$ cat src/rtl/alu_op_driver_pkg.sv
// Shared encodings for the add/sub operation driver: FSM states and op select values.
package alu_op_driver_pkg;

  typedef enum logic [1:0] {
    IDLE    = 2'd0,
    DRIVE   = 2'd1,
    CAPTURE = 2'd2,
    HOLD    = 2'd3
  } state_t;

  localparam logic OP_ADD = 1'b1;
  localparam logic OP_SUB = 1'b0;

endpackage

$ cat src/rtl/alu_op_settle_cnt.sv
// 4-bit settle counter: load on command accept, count down while operands settle, flag zero.
module alu_op_settle_cnt (
  input  logic       clk,
  input  logic       rst_n,
  input  logic       load,
  input  logic [3:0] load_val,
  input  logic       dec,
  output logic       zero
);

  logic [3:0] count;

  always_ff @(posedge clk or negedge rst_n) begin
    if (!rst_n) begin
      count <= 4'd0;
    end else if (load) begin
      count <= load_val;
    end else if (dec && (count != 4'd0)) begin
      count <= count - 4'd1;
    end
  end

  assign zero = (count == 4'd0);

endmodule

$ cat src/rtl/alu_op_driver.sv
// Initiator for the combinational add/sub unit: registers a command, waits SETTLE_CYCLES, captures c.
// Optional result checker (chk_err port) is built when ALU_OP_DRIVER_CHECK_EN is defined.
module alu_op_driver
  import alu_op_driver_pkg::*;
#(
  parameter int WIDTH         = 4,
  parameter int SETTLE_CYCLES = 1
) (
  input  logic             clk,
  input  logic             rst_n,
  input  logic             cmd_valid,
  output logic             cmd_ready,
  input  logic             cmd_op,
  input  logic [WIDTH-1:0] cmd_a,
  input  logic [WIDTH-1:0] cmd_b,
  output logic [WIDTH-1:0] alu_a,
  output logic [WIDTH-1:0] alu_b,
  output logic             alu_sel,
  input  logic [WIDTH:0]   alu_c,
`ifdef ALU_OP_DRIVER_CHECK_EN
  output logic             chk_err,
`endif
  output logic             res_valid,
  input  logic             res_ready,
  output logic [WIDTH:0]   res_data,
  output logic             res_zero,
  output logic             res_msb,
  output logic             busy
);

  // Both handshakes: a transfer happens on a rising edge where valid && ready are both high;
  // the sender holds valid and payload stable until then, ready may change freely.

  localparam logic [3:0] SETTLE_LOAD = 4'(SETTLE_CYCLES - 1);

  state_t state, state_next;
  logic   accept;
  logic   cnt_zero;

  assign cmd_ready = (state == IDLE) || ((state == HOLD) && res_ready);
  assign accept    = cmd_valid && cmd_ready;
  assign busy      = (state != IDLE);

  alu_op_settle_cnt u_settle_cnt (
    .clk      (clk),
    .rst_n    (rst_n),
    .load     (accept),
    .load_val (SETTLE_LOAD),
    .dec      (state == DRIVE),
    .zero     (cnt_zero)
  );

  always_ff @(posedge clk or negedge rst_n) begin
    if (!rst_n) state <= IDLE;
    else        state <= state_next;
  end

  always_comb begin
    state_next = state;
    case (state)
      IDLE:    if (accept) state_next = DRIVE;
      DRIVE:   if (cnt_zero) state_next = CAPTURE;
      CAPTURE: state_next = HOLD;
      HOLD:    if (res_ready) state_next = accept ? DRIVE : IDLE;
      default: state_next = IDLE;
    endcase
  end

  always_ff @(posedge clk or negedge rst_n) begin
    if (!rst_n) begin
      alu_a     <= '0;
      alu_b     <= '0;
      alu_sel   <= 1'b0;
      res_data  <= '0;
      res_zero  <= 1'b0;
      res_msb   <= 1'b0;
      res_valid <= 1'b0;
    end else begin
      if (accept) begin
        alu_a   <= cmd_a;
        alu_b   <= cmd_b;
        alu_sel <= cmd_op;
      end
      if (state == CAPTURE) begin
        res_data  <= alu_c;
        res_zero  <= (alu_c[WIDTH-1:0] == '0);
        res_msb   <= alu_c[WIDTH];
        res_valid <= 1'b1;
      end else if ((state == HOLD) && res_ready) begin
        res_valid <= 1'b0;
      end
    end
  end

`ifdef ALU_OP_DRIVER_CHECK_EN
  // Sticky: one wrong result from the unit stays visible until reset.
  logic [WIDTH:0] chk_exp;

  assign chk_exp = (alu_sel == OP_ADD) ? ({1'b0, alu_a} + {1'b0, alu_b})
                                       : ({1'b0, alu_a} - {1'b0, alu_b});

  always_ff @(posedge clk or negedge rst_n) begin
    if (!rst_n) begin
      chk_err <= 1'b0;
    end else if ((state == CAPTURE) && (alu_c != chk_exp)) begin
      chk_err <= 1'b1;
    end
  end
`endif

endmodule

$ cat config.mk
export PLATFORM = sky130hd
export DESIGN_NAME = alu_op_driver
export DESIGN_NICKNAME = d
export VERILOG_FILES = /design/src/rtl/alu_op_driver_pkg.sv /design/src/rtl/alu_op_settle_cnt.sv /design/src/rtl/alu_op_driver.sv
export SDC_FILE = /design/constraint.sdc
export NUM_CORES = 1
export LEC_CHECK = 0
export ABC_AREA = 1
export BUFFER_PORTS_ARGS = -buffer_cell sky130_fd_sc_hd__buf_2
export CAP_MARGIN = 20
export CORE_MARGIN = 10
export CORE_UTILIZATION = 52
export DETAILED_ROUTE_END_ITERATION = 10
export HOLD_SLACK_MARGIN = 0.05
export PLACE_DENSITY = 0.87
export REMOVE_ABC_BUFFERS = 1
export SETUP_SLACK_MARGIN = 0.1
export SKIP_LAST_GASP = 1
export SLEW_MARGIN = 30
export SYNTH_ARGS = -nofsm -noshare
export SYNTH_HDL_FRONTEND = slang
export SYNTH_SLANG_ARGS = --single-unit
$ cat constraint.sdc
create_clock -name clk -period 2 [get_ports clk]
set_clock_uncertainty 0.1 [all_clocks]
set_input_delay 0.5 -clock clk [delete_from_list [all_inputs] [get_ports clk]]
set_output_delay 0.5 -clock clk [all_outputs]
set_load 0.02 [all_outputs]
==> results.md <==
- Rows: 16
- Global-route wire length before repair: 4064 um
- RD Place Congestion: 0.7344
- Share of layout cells above drive strength 1: 0.3393
- Tmin final: about 1800 ps
- Post-Synth XOR/XNOR Area: 0
- Die height: 66.02 um
- Maxcap violations: 0
- Initial antenna violation count: 0
- Antenna viol nets, final: 0
- Critical Path Start Type: flop
- Area of the core: between 1500 and 2000 sq um
- Total GRT Usage: 0.1135
- Sequential share of power: 0.356
- Post-DP HPWL: 1906 um
- N_diodes: 0
- # IOs: 37
- Area Growth Syn to Fin: 21.82%
- Synth Register Bits: 22
- Mapped Cells: 129
- DRC Markers: 0
- Total power: 2.003 mW
- IR drop worst, VDD: 0.9421 mV
- Pre-antenna DRT Iters: 4
- Max FO, Critical Path: 3
- Pin count of the biggest net entering global routing: 23
- Vias in the first global route: 996
- Power per cell area: 1493 nW/um^2
- Clock share of power: 0.096
- WL final: 2485 um
- Most common cell after layout, fill and taps aside: nand2_1
- Mean Syn Cell Area: 8.535 sq um
- Final core utilization: 0.6768
- Sw frac: 0.4621
- Root Driver: clkbuf_4
- Comb pwr share: 0.548
- WP data required: 1400 ps
- Peak Freq: roughly 540 MHz
- Period utilization: 0.9202
- Reg area: 550.5 sq um
- Final hold slack: ~42 ps
- Final Net Count: 195
- Worst setup EP type: primary output
- Switching power: 925.5 uW
- Status: complete, no violations
- Total number of vias: 949
- TritonCTS clock tree: built
- Syn Std Cell Area: 1101 sq um
- Area occupied by multi-input gates: 469.2 sq um
- Total grt overflow: 0
- Yosys cell types: 19
- Static leakage: 0.7720 nW
- Arrival time worst endpoint: roughly 1200 ps
- Synth top area cells: dfrtp_1 50%, nand2_1 16%, ha_1 8.0%
- Synth Area in Compound Gates: 0.03977
- H-tree levels: 1
- Fraction of the mapped netlist area in simple logic gates: 0.3023
- Chip width: 66.02 um
- Slew Limit Fails: 0
- Initial DRC Count: 79
- Latest clock arrival within the worst-skew pair: 290 ps
- Clock Sinks: 22
- Total CTS buffers: 3
- Post-synthesis adder-cell area fraction: 0.07955
- Fin Setup TNS: 0 ps
- Clock-pin slew on the worst setup and hold paths: about 120 ps
- Kind of critical path: reg -> out
- Sequential area share after synthesis: 0.5000
- Share of the synthesized area in the top cell type: 0.5000
- Starting density of the core: 0.5556
- Fillcell total: 158
- Post-DR wirelength/cell: 12.74 um
- Port bufs: 36
- Rel. slew slack: 0.6837
- Final Setup Violations: 0
- DIE AREA: 4358 sq um
- Post-synthesis mux area share: 0
- Max Root-Sink Buffers: 2
- Most frequent cells in the layout: 46 x nand2_1, 35 x buf_2, 22 x dfrtp_1, 16 x nand3_1, 9 x inv_1
- RSZ-0062 raised after global routing: no
- Fin. Hold Viols: 0
- Internal cell power: 1.077 mW
- Hold WC Path Type: in -> async
- Ys Warns: 0
- Worst slew pin tran: 474.5 ps
- Largest family of logic cells by synthesized area: simple AND/OR/NAND/NOR gates
- Dominant cell type by area after synthesis: dfrtp_1
- Avg Vias per Cell: between 4 and 5
-- kinds of logic (layout without fill, tap and decap cells) --
| family | count (synthesis) | count (layout) |
|---|---|---|
| AOI/OAI and AO/OA | 7 | 7 |
| adders and majority gates | 7 | 7 |
| buffers and inverters | 18 | 57 |
| DFF | 22 | 22 |
| and+or+nand+nor | 75 | 75 |
-- power by group through the flow --
stage                     logic, mW  clock network, mW  registers, mW
after floorplan               0.470                  0          0.920
after global placement        0.977                  0          0.713
after detailed placement       1.01                  0          0.726
after CTS                      1.08              0.196          0.713
after global routing           1.22              0.214          0.739
final                          1.10              0.192          0.714
-- through the flow --
step	instance area (sq um)	std cells	worst slack [ps]
floorplan	1067	125	462.3
global placement	1281	188	347.0
detailed placement	1281	188	282.4
CTS	1334	194	167.6
global route	1341	195	110.4
finish	1341	195	159.6
-- synthesized netlist by cell type --
library cell	instances
nand3_1	16
nand3b_1	1
o21ai_0	2
buf_4	3
ha_1	7
o211ai_1	1
nand4_1	1
nor2_1	5
nand2_2	3
a21boi_2	1
o21ai_1	2
nand2_1	46
dfrtp_1	22
nand2_4	2
a21oi_1	1
nor2_2	1
inv_2	3
buf_6	1
inv_1	11
-- metal layers --
layer  GRT usage  part of all wire  vias up
li1            -                 -      483
met1      0.1198              0.42      433
met2      0.1944              0.45       33
met3     0.06610              0.13        0
met4     0.01832                 0        0
met5           0                 0        -
-- repair_timing --
action                                  CTS  global route
pin swaps                                 1             0
hold buffers                              0             0
cloned                                    0             0
setup buffers                             3             1
endpoints found under the setup margin    2             1
gates resized for setup                   5             0
-- registers in the layout, indices dropped and copies added (netlist names) --
register / flops
alu_a: 4
alu_b: 4
alu_sel: 1
res_data: 5
res_valid: 1
res_zero: 1
state: 2
u_settle_cnt.count: 4
-- worst max-delay path: stages (launching register included) --
cell and delay (ps):
dfrtp_1 430, inv_2 90, ha_2 190, inv_2 50
nand2_4 50, buf_4 130
-- cell type report --
| cell class | instances | share of cell area |
|---|---|---|
| clock buffers | 3 | 0.01679 |
| multi-input cells | 89 | 0.3498 |
| repair buffers | 40 | 0.1586 |
| flip-flops and latches | 22 | 0.4104 |
| inverters | 14 | 0.03918 |
| well taps | 27 | 0.02519 |
-- path summary, 6_finish.rpt --
| path | slack [ps] | endpoint | cells after the start | from |
|---|---|---|---|---|
| min in group clk | 280 | res_zero | 2 | alu_c[3] |
| max in group asynchronous | 1430 | alu_b[0] | 1 | rst_n |
| worst min-delay path | 40 | u_settle_cnt.count[3] | 1 | rst_n |
| worst max register to register | 430 | u_settle_cnt.count[3] | 10 | state[0] |
| worst max-delay path | 160 | cmd_ready | 5 | state[0] |
| worst min register to register | 380 | alu_b[0] | 2 | alu_b[0] |
Note: power is estimated with default switching activity, not from simulation.
